**src/rtl/debounce_pkg.sv**
```systemverilog
// debounce_pkg: shared constants, reset-level encodings and a width helper
// for the multi-channel button debouncer.
package debounce_pkg;

    // Default timing: 1200 clocks per tick is 100 us at 12 MHz.
    localparam int DEF_TICK_DIV     = 1200;
    localparam int DEF_STABLE_TICKS = 16;
    localparam int DEF_HOLD_TICKS   = 5000;

    // Level that the synchronisers and debounced outputs take on reset.
    typedef enum logic {
        LEVEL_LOW  = 1'b0,
        LEVEL_HIGH = 1'b1
    } reset_level_e;

    // Number of bits needed to hold values 0..value-1 (0 for value <= 1).
    function automatic int clog2(input int value);
        int result;
        int rem;
        result = 0;
        rem    = value - 1;
        while (rem > 0) begin
            result = result + 1;
            rem    = rem >> 1;
        end
        return result;
    endfunction

endpackage

```
**src/rtl/debounce_multi_if.sv**
```systemverilog
// debounce_multi_if: button pins, enable and the debounced level/strobe
// outputs of debounce_multi bundled as one port.
interface debounce_multi_if #(
    parameter int NUM_CH = 4
) ();

    logic              en;
    logic [NUM_CH-1:0] btn_in;
    logic [NUM_CH-1:0] btn_level;
    logic [NUM_CH-1:0] btn_rise;
    logic [NUM_CH-1:0] btn_fall;
    logic [NUM_CH-1:0] btn_hold;

    // Board / consumer side: drives pins and enable, reads events.
    modport master (
        output en,
        output btn_in,
        input  btn_level,
        input  btn_rise,
        input  btn_fall,
        input  btn_hold
    );

    // Debouncer side.
    modport slave (
        input  en,
        input  btn_in,
        output btn_level,
        output btn_rise,
        output btn_fall,
        output btn_hold
    );

endinterface

```
**src/rtl/debounce_chan.sv**
```systemverilog
// debounce_chan: one button channel. Synchroniser chain, tick-driven
// stability counter, debounced level with rise/fall strobes, and a
// long-press hold counter that only exists when DEBOUNCE_HOLD_EN is defined.
module debounce_chan
    import debounce_pkg::*;
#(
    parameter int           SYNC_STAGES  = 2,
    parameter int           STABLE_TICKS = DEF_STABLE_TICKS,
    parameter reset_level_e RESET_LEVEL  = LEVEL_LOW
`ifdef DEBOUNCE_HOLD_EN
    ,
    parameter int           HOLD_TICKS   = DEF_HOLD_TICKS
`endif
) (
    input  logic clk,
    input  logic rst_n,
    input  logic en,
    input  logic tick,
    input  logic pin,
    output logic level,
    output logic rise,
    output logic fall,
    output logic hold
);

    localparam logic RST_BIT = RESET_LEVEL;
    localparam int   CW      = clog2(STABLE_TICKS + 1);
    localparam logic [CW-1:0] C_LAST = CW'(STABLE_TICKS - 1);

    logic [SYNC_STAGES-1:0] sync_q;
    logic                   s;
    logic [CW-1:0]          stab_cnt;

    assign s = sync_q[SYNC_STAGES-1];

    // Synchroniser chain; keeps running regardless of en.
    always_ff @(posedge clk or negedge rst_n) begin
        if (!rst_n) begin
            sync_q <= {SYNC_STAGES{RST_BIT}};
        end else begin
            sync_q <= {sync_q[SYNC_STAGES-2:0], pin};
        end
    end

    // Count consecutive disagreeing tick samples; accept the new level on the last one.
    always_ff @(posedge clk or negedge rst_n) begin
        if (!rst_n) begin
            stab_cnt <= '0;
            level    <= RST_BIT;
            rise     <= 1'b0;
            fall     <= 1'b0;
        end else begin
            rise <= 1'b0;
            fall <= 1'b0;
            if (!en) begin
                stab_cnt <= '0;
            end else if (tick) begin
                if (s == level) begin
                    stab_cnt <= '0;
                end else if (stab_cnt == C_LAST) begin
                    level    <= s;
                    stab_cnt <= '0;
                    rise     <= s;
                    fall     <= ~s;
                end else begin
                    stab_cnt <= stab_cnt + CW'(1);
                end
            end
        end
    end

`ifdef DEBOUNCE_HOLD_EN
    localparam int HW = clog2(HOLD_TICKS + 1);
    localparam logic [HW-1:0] H_MAX = HW'(HOLD_TICKS);

    logic [HW-1:0] hold_cnt;

    // Count ticks of a held press; pulse once when the count first reaches the limit.
    always_ff @(posedge clk or negedge rst_n) begin
        if (!rst_n) begin
            hold_cnt <= '0;
            hold     <= 1'b0;
        end else begin
            hold <= 1'b0;
            if (!en || !level) begin
                hold_cnt <= '0;
            end else if (tick && (hold_cnt != H_MAX)) begin
                hold_cnt <= hold_cnt + HW'(1);
                hold     <= (hold_cnt == (H_MAX - HW'(1)));
            end
        end
    end
`else
    assign hold = 1'b0;
`endif

endmodule

```
**src/rtl/debounce_multi.sv**
```systemverilog
// debounce_multi: N-channel push-button debouncer. One shared prescaler
// produces the sample tick; each channel is an independent debounce_chan.
// Define DEBOUNCE_HOLD_EN to build the per-channel long-press counters;
// otherwise btn_hold is constant 0.
module debounce_multi
    import debounce_pkg::*;
#(
    parameter int           NUM_CH       = 4,
    parameter int           SYNC_STAGES  = 2,
    parameter int           TICK_DIV     = DEF_TICK_DIV,
    parameter int           STABLE_TICKS = DEF_STABLE_TICKS,
    parameter reset_level_e RESET_LEVEL  = LEVEL_LOW,
    parameter int           HOLD_TICKS   = DEF_HOLD_TICKS
) (
    input  logic           clk,
    input  logic           rst_n,
    debounce_multi_if.slave bus
);

    localparam int PW = clog2(TICK_DIV + 1);
    localparam logic [PW-1:0] P_LAST = PW'(TICK_DIV - 1);

    // Reject parameter values outside the supported ranges at elaboration.
    if (NUM_CH < 1 || NUM_CH > 32) begin : g_bad_num_ch
        $error("debounce_multi: NUM_CH must be 1..32");
    end
    if (SYNC_STAGES < 2 || SYNC_STAGES > 4) begin : g_bad_sync
        $error("debounce_multi: SYNC_STAGES must be 2..4");
    end
    if (TICK_DIV < 1 || TICK_DIV > 65535) begin : g_bad_tick_div
        $error("debounce_multi: TICK_DIV must be 1..65535");
    end
    if (STABLE_TICKS < 2 || STABLE_TICKS > 255) begin : g_bad_stable
        $error("debounce_multi: STABLE_TICKS must be 2..255");
    end
    if (HOLD_TICKS < 1) begin : g_bad_hold
        $error("debounce_multi: HOLD_TICKS must be at least 1");
    end

    logic [PW-1:0]     pre_cnt;
    logic              tick;
    logic [NUM_CH-1:0] level_v;
    logic [NUM_CH-1:0] rise_v;
    logic [NUM_CH-1:0] fall_v;
    logic [NUM_CH-1:0] hold_v;

    assign tick = bus.en && (pre_cnt == P_LAST);

    // Shared prescaler; parked at 0 while sampling is disabled.
    always_ff @(posedge clk or negedge rst_n) begin
        if (!rst_n) begin
            pre_cnt <= '0;
        end else if (!bus.en || tick) begin
            pre_cnt <= '0;
        end else begin
            pre_cnt <= pre_cnt + PW'(1);
        end
    end

    for (genvar i = 0; i < NUM_CH; i++) begin : g_chan
        debounce_chan #(
            .SYNC_STAGES  (SYNC_STAGES),
            .STABLE_TICKS (STABLE_TICKS),
            .RESET_LEVEL  (RESET_LEVEL)
`ifdef DEBOUNCE_HOLD_EN
            ,
            .HOLD_TICKS   (HOLD_TICKS)
`endif
        ) u_chan (
            .clk   (clk),
            .rst_n (rst_n),
            .en    (bus.en),
            .tick  (tick),
            .pin   (bus.btn_in[i]),
            .level (level_v[i]),
            .rise  (rise_v[i]),
            .fall  (fall_v[i]),
            .hold  (hold_v[i])
        );
    end

    assign bus.btn_level = level_v;
    assign bus.btn_rise  = rise_v;
    assign bus.btn_fall  = fall_v;
    assign bus.btn_hold  = hold_v;

endmodule

```
**src/flat_wrapper.sv**
```systemverilog
// flat-port wrapper written by rule: the top's interface ports become plain ports
module debounce_multi_flat import debounce_pkg::*;
#(
    parameter int           NUM_CH       = 4,
    parameter int           SYNC_STAGES  = 2,
    parameter int           TICK_DIV     = DEF_TICK_DIV,
    parameter int           STABLE_TICKS = DEF_STABLE_TICKS,
    parameter reset_level_e RESET_LEVEL  = LEVEL_LOW,
    parameter int           HOLD_TICKS   = DEF_HOLD_TICKS
)
  (clk, rst_n, bus_en, bus_btn_in, bus_btn_level, bus_btn_rise, bus_btn_fall, bus_btn_hold);
  debounce_multi_if #(.NUM_CH(NUM_CH)) bus_i ();
  input  logic clk;
  input  logic rst_n;
  input wire logic [$bits(bus_i.en)-1:0] bus_en;
  input wire logic [$bits(bus_i.btn_in)-1:0] bus_btn_in;
  output wire logic [$bits(bus_i.btn_level)-1:0] bus_btn_level;
  output wire logic [$bits(bus_i.btn_rise)-1:0] bus_btn_rise;
  output wire logic [$bits(bus_i.btn_fall)-1:0] bus_btn_fall;
  output wire logic [$bits(bus_i.btn_hold)-1:0] bus_btn_hold;
  assign bus_i.en = bus_en;
  assign bus_i.btn_in = bus_btn_in;
  assign bus_btn_level = bus_i.btn_level;
  assign bus_btn_rise = bus_i.btn_rise;
  assign bus_btn_fall = bus_i.btn_fall;
  assign bus_btn_hold = bus_i.btn_hold;
  debounce_multi #(.NUM_CH(NUM_CH), .SYNC_STAGES(SYNC_STAGES), .TICK_DIV(TICK_DIV), .STABLE_TICKS(STABLE_TICKS), .RESET_LEVEL(RESET_LEVEL), .HOLD_TICKS(HOLD_TICKS)) u_core (.clk(clk), .rst_n(rst_n), .bus(bus_i));
endmodule
```
**config.mk**
```make
export PLATFORM = sky130hd
export DESIGN_NAME = debounce_multi_flat
export DESIGN_NICKNAME = d
export VERILOG_FILES = /design/src/rtl/debounce_pkg.sv /design/src/rtl/debounce_multi_if.sv /design/src/rtl/debounce_chan.sv /design/src/rtl/debounce_multi.sv /design/src/flat_wrapper.sv
export SDC_FILE = /design/constraint.sdc
export NUM_CORES = 1
export LEC_CHECK = 0
export BUFFER_PORTS_ARGS = -buffer_cell sky130_fd_sc_hd__clkbuf_2
export CAP_MARGIN = 20
export CELL_PAD_IN_SITES_DETAIL_PLACEMENT = 0
export CELL_PAD_IN_SITES_GLOBAL_PLACEMENT = 1
export CORE_ASPECT_RATIO = 0.9
export CORE_MARGIN = 2
export CORE_UTILIZATION = 50
export DETAILED_ROUTE_END_ITERATION = 12
export PLACE_DENSITY = 0.94
export SYNTH_ARGS = -nofsm -noshare
export SYNTH_HDL_FRONTEND = slang
export SYNTH_SLANG_ARGS = --single-unit
```
**constraint.sdc**
```tcl
create_clock -name clk -period 4.18 [get_ports clk]
set_input_delay 0.836 -clock clk [delete_from_list [all_inputs] [get_ports clk]]
set_output_delay 0.836 -clock clk [all_outputs]
set_load 0.02 [all_outputs]
```
==> results.toml, run 1 <==
[global_route]
grt_start_max_net_pins = 31
antenna_found_initial = 0
overflow = 0
grt_usage_pct = 15.7
grt_pass1_vias = 1441
grt_pass1_wl_um = 6710

[worst_hold_path]
hold_depth = 0
min_to = "u_core.g_chan[1].u_chan.sync_q[1]"
worstHoldStart = "u_core.g_chan[1].u_chan.sync_q[0]"
hold_class = "reg -> reg"

[cts]
root_buffer = "clkbuf_8"
cts_tree = "done"
path_clk_slew_ns = 0.09
postCtsSetupRepairBufs = 0
clock_latency_ns = 0.30
ctsResizeCount = 0
clock-sinks = 51
numCtsBuffers = 5
htree_levels = 2
hold_buffers = 0
cts_buffer_depth = 2

[critical_path]
endpoint_kind = "flip-flop"
critPathMaxFanout = 16
crit_start = "u_core.pre_cnt[0]"
worst-path-buf-inv = 0
path_cells = "ha_1, nand4_2, or4_4, nor4_4, mux2_2"
worst_r2r_path_depth = 5
cp_top_family = "simple AND/OR/NAND/NOR gates"
worstSetupStartpointType = "flip-flop"
slowest_delay_ns = 0.63
crit_type = "reg -> reg"
r2r_start = "u_core.pre_cnt[0]"
arrival_ns = 2.40
cp.required_ns = 4.37
cpMaxStageDelayCell = "or4_4"
regToRegEndpoint = "u_core.g_chan[2].u_chan.level"
r2r_slack_ns = 1.97

[sta]
relSlewSlack_pct = 52.1
setup_tns_ns = 0
setup_viol = 0
max_freq_mhz = 453
slew_viol_final = 0
rsz0062_at_grt = "no"
tightest_slew_ns = 0.719
period_share_pct = 52.8
finClkSkew_ns = 0.00545
finalHoldViolations = 0
period_needed_ns = 2.21
holdWs_ns = 0.354

[routing]
dr.pass1.iters = 4
antenna_left = 0
drt_first_iter_violations = 71
vias_per_cell = 5.30
routed_wl_um = 3750
drc = 0
wl_per_cell_um = 13.0
vias = 1532

[cells_and_area]
finalNetCount = 236
post_route_cells_drive_above_1_share_pct = 17.9
num_antenna_cells = 0
syn_to_final_growth_pct = 5.52
final_common_cell = "dfrtp_1"
layout_common_cells = "51 x dfrtp_1, 20 x nand3_1, 18 x clkbuf_2, 15 x nand2_1, 12 x nor2_1"
layoutNonFillerInstCount = 289

[power_and_ir_drop]
p_int_uw = 638
switchingPower_uw = 182
power_uw = 820
seqPwrFrac_pct = 61.5
p_per_area_nw_per_um2 = 320
vdd.ir_drop.worst_mv = 0.201
p_comb_share_pct = 4.4
switching_share_pct = 22.2
clkPwrFrac_pct = 34.1
leakagePower_uw = 0.00119

[flow_run]
cap_violations = 0

[yosys]
synth.cell_area_sq_um = 2430
synth_edf_count = 0
ys_ff_latch = 51
synthFlopType = "dfrtp_1"
synth_warnings = 0
postSynthCellCount = 217
synth_cell_types = 46
postSynthAreaPerCell_sq_um = 11.2
synth-async-reset-ratio_pct = 100
seq_area_frac_synth_pct = 52.6

[place]
dpl.cell_count = 282
portBuffers = 18
dp_hpwl_um = 2610
gp_congestion = 0.752

[floorplanning]
start_util_pct = 50.8
boundaryPins = 23
die-area_sq_um = 5430
core-area_sq_um = 4770
chipHeight_um = 70.1
fp.dieW_um = 77.4
rows = 24

[run_status]
status = "complete, no violations"
-- metal layers --
metal | part of all wire (%) | vias to the layer above | track usage [%]
li1 | - | 765 | -
met1 | 49 | 731 | 21.3
met2 | 45 | 28 | 23.8
met3 | 3.2 | 8 | 3.88
met4 | 2.1 | 0 | 7.14
met5 | 0 | - | 0
-- area by class of cell --
class,count,area [sq um]
Tap cell,65,81.3
Inverter,3,11.3
Clock inverter,1,5.00
Clock buffer,6,82.6
Timing Repair Buffer,21,113
Sequential cell,51,1280
Multi-Input combinational cell,142,992
Fill cell,405,2210
-- sequential cells by signal, indices dropped and copies added (netlist names) --
signal and flops:
u_core.g_chan.u_chan.fall 4, u_core.pre_cnt 11, u_core.g_chan.u_chan.sync_q 8, u_core.g_chan.u_chan.rise 4
u_core.g_chan.u_chan.level 4, u_core.g_chan.u_chan.stab_cnt 20
-- synthesized netlist by cell type, drive strengths merged (4+ instances only) --
cell	n	share of area (%)
nand4b	4	1.4
clkbuf	5	0.77
dfrtp	51	53
nand3	20	4.1
xor2	11	4.0
nor2	12	1.9
a21oi	6	1.2
and3	4	1.0
mux2	4	1.9
nand4	6	1.8
nor2b	5	1.3
o21ai	5	1.0
ha	5	2.6
nand2	15	2.3
nor3b	5	1.5
buf	19	6.1
-- kinds of logic (layout without fill, tap and decap cells) --
family          count (synthesis)  count (layout)  share of synthesized area (%)
compound gates                 24              24                           6.91
mux                             6               6                           2.68
simple gates                   89              89                           22.7
other cells                     1               4                          0.154
fa+ha+maj                       5               5                           2.58
xor+xnor                       14              14                           5.05
flops                          51              51                           52.6
buf+inv                        27              31                           7.32
-- per-stage QoR --
step	utilization [%]	instance area, sq um	worst slack (ns)
finish	53.6	2560	1.97
global route	53.6	2560	1.86
CTS	53.6	2560	1.95
detailed placement	51.8	2470	1.94
global placement	51.8	2470	2.00
floorplan	-	2440	2.11
-- power groups by stage --
stage / Clock [uW] / Sequential [uW] / Combinational [uW]
6_report: 279 / 504 / 36.3
2_1_floorplan: 0 / 513 / 22.0
5_1_grt: 317 / 506 / 41.4
3_3_place_gp: 0 / 514 / 36.6
4_1_cts: 289 / 504 / 37.4
3_5_place_dp: 0 / 514 / 37.3
-- worst max path at each step --
stage,endpoint,cells after the start
detailed placement,u_core.g_chan[2].u_chan.level,4
global placement,u_core.g_chan[2].u_chan.level,4
floorplan,u_core.g_chan[2].u_chan.level,6
global route,u_core.g_chan[2].u_chan.level,5
finish,u_core.g_chan[2].u_chan.level,5
CTS,u_core.g_chan[2].u_chan.level,5
No activity file was read; power rests on OpenSTA's default activity.
==> run 2, diff against run 1 <==
- ABC_AREA: unset -> 1
- CORE_UTILIZATION: 50 -> 40
- PLACE_DENSITY: 0.94 -> 0.86
- clock period: 4.18 -> 1.8 ns (I/O delays scaled with it)
==> run 2 against run 1 <==
Against the previous run:
- worst hold slack got worse by 0.34 ns
- wire length is 19% higher
- worst setup slack worse by 1.8 ns
- global-route usage decreased by 1.4 points
- critical endpoint is now u_core.pre_cnt[10]
- largest cell class unchanged
==> results.toml, run 2 <==
[floorplanning]
core-area_sq_um = 6150
fp.dieW_um = 88.1
die-area_sq_um = 7020
rows = 27
start_util_pct = 41.4
chipHeight_um = 79.7
boundaryPins = 23

[yosys]
synth_warnings = 0
ys_top_cells_by_count = "68 x nand2_1, 51 x dfrtp_1, 42 x nor2_1"
postSynthAreaPerCell_sq_um = 8.41
postSynthCellCount = 303
synth.cell_area_sq_um = 2550
synthTopCellsByArea = "dfrtp_1 50%, nand2_1 10%, nor2_1 6.2%, buf_4 5.0%, inv_1 4.9%"
yosysMostFrequentCell = "nand2_1"
synth_edf_count = 0
ys_ff_latch = 51
netlist.area_leader.share_pct = 50.1
seq_area_frac_synth_pct = 50.1
synth-async-reset-ratio_pct = 100
synth_top_area_cell = "dfrtp_1"
synth_cell_types = 26
synthFlopType = "dfrtp_1"

[cells_and_area]
largestRegisters = "u_core.g_chan.u_chan.stab_cnt x20, u_core.pre_cnt x11, u_core.g_chan.u_chan.sync_q x8"
final_cell_area_sq_um = 2730
final_common_cell = "nand2_1"
syn_to_final_growth_pct = 7.02
post_route_cells_drive_above_1_share_pct = 14.0
final_util_pct = 44.3
layout_common_cells = "68 x nand2_1, 51 x dfrtp_1, 42 x nor2_1, 33 x inv_1, 20 x nand3_1"
num_antenna_cells = 0
finalNetCount = 325
largest_register_ffs = 20
regMostFlops = "u_core.g_chan.u_chan.stab_cnt"

[place]
portBuffers = 18
gp_congestion = 0.824
dpl_cell_area_sq_um = 2630
dp_hpwl_um = 3130

[critical_path]
worstSetupStartpointType = "flip-flop"
endpoint_kind = "flip-flop"
arrival_ns = 1.83
cp.required_ns = 2.04
critPathMaxFanout = 20
crit_type = "reg -> reg"

[global_route]
grt_busiest_layer = "met2"
grt_use_met3_pct = 2.79
grt_usage_pct = 14.2
gr-usage-met2_pct = 22.5
antenna_found_initial = 0
grt_pass1_wl_um = 7860
grt_pass1_vias = 1759
grt_use_met1_pct = 19.5
grt_start_max_net_pins = 52
overflow = 0

[power_and_ir_drop]
vdd.ir_drop.worst_mv = 0.278
switching_share_pct = 25.4
p_int_uw = 1470
clkPwrFrac_pct = 36.0
leakagePower_uw = 0.00135
p_comb_share_pct = 4.6
p_per_area_nw_per_um2 = 722
switchingPower_uw = 500
seqPwrFrac_pct = 59.4

[routing]
wl_per_cell_um = 11.1
antenna_left = 0
vias_per_cell = 4.46
dr.pass1.iters = 4
routed_wl_um = 4470
vias = 1787
drt_first_iter_violations = 46
drc = 0

[sta]
slew_viol_final = 0
period_needed_ns = 1.59
setup_tns_ns = 0
setup_viol = 0
finalHoldViolations = 0
rsz0062_at_grt = "no"
finClkSkew_ns = 0.0112
holdWs_ns = 0.0159
max_freq_mhz = 628
period_share_pct = 88.5

[cts]
cts_tree = "done"
clock_latency_ns = 0.31
path_clk_slew_ns = 0.10
hold_buffers = 0
postCtsSetupRepairBufs = 0
root_buffer = "clkbuf_8"
numCtsBuffers = 5
htree_levels = 2
cts_buffer_depth = 2
clock-sinks = 51
ctsResizeCount = 0

[flow_run]
cap_violations = 0

[worst_hold_path]
hold_class = "in -> async"

[run_status]
status = "complete, no violations"
==> run 2: cell count changes after synthesis, sizes merged, moves of 5 or more <==
cell   delta
inv      +32
nor2     +35
nor2b     -5
nor3     +16
o21ai     +9
nor3b     -5
xor2      -5
nand2    +56
==> run 2: power by group through the flow <==
stage	combinational (uW)	sequential, uW	clock, uW
global route	106	1170	775
CTS	92.9	1170	726
global placement	93.4	1190	0
detailed placement	92.8	1190	0
floorplan	59.0	1190	0
finish	90.3	1170	709
==> run 2: worst max-delay path, stage by stage (launching register included) <==
cell,delay (ns)
dfrtp_1,0.41
ha_1,0.24
nand2_2,0.14
nor2_8,0.06
nand3_2,0.10
nand2_2,0.06
inv_2,0.30
nand2_1,0.10
a21oi_1,0.11
==> run 2: routing by layer <==
metal  part of all wire (%)  vias to the layer above
met4                    1.8                        0
li1                       -                      955
met5                      0                        -
met3                    2.8                        7
met1                     51                      803
met2                     45                       22
==> run 2: kinds of logic after synthesis <==
group / after synthesis / share of synthesized area (%)
simple gates: 164 / 29.3
other cells: 1 / 0.147
buf+inv: 55 / 11.2
compound gates: 19 / 4.08
xor+xnor: 8 / 2.75
flops: 51 / 50.1
fa+ha+maj: 5 / 2.46
==> run 2: metrics by stage <==
| step | total power, uW | std cells | worst slack (ns) |
|---|---|---|---|
| after global routing | 2050 | 401 | 0.00668 |
| final | 1970 | 401 | 0.207 |
| after detailed placement | 1280 | 393 | 0.229 |
| after global placement | 1280 | 393 | 0.250 |
| after floorplan | 1250 | 306 | 0.440 |
| after CTS | 1990 | 401 | 0.204 |
==> run 2: path summary, 6_finish.rpt <==
path / from / end / slack, ns / depth (start not counted)
min in group clk: bus_btn_in[3] / u_core.g_chan[3].u_chan.sync_q[0] / 0.15 / 1
setup / recovery: u_core.pre_cnt[0] / u_core.pre_cnt[10] / 0.21 / 8
hold reg to reg: u_core.g_chan[0].u_chan.sync_q[0] / u_core.g_chan[0].u_chan.sync_q[1] / 0.35 / 0
max in group asynchronous: rst_n / u_core.g_chan[1].u_chan.stab_cnt[4] / 1.55 / 2
hold / removal: rst_n / u_core.g_chan[0].u_chan.sync_q[1] / 0.02 / 2
setup reg to reg: u_core.pre_cnt[0] / u_core.pre_cnt[10] / 0.21 / 8
==> run 2: cell type report <==
type,count,area (sq um)
fill,622,3420
sequential,51,1280
clock buffer,5,68.8
inverter,35,131
tap,87,109
timing repair buffer,20,118
multi-input combinational,200,997
clock inverter,3,26.3
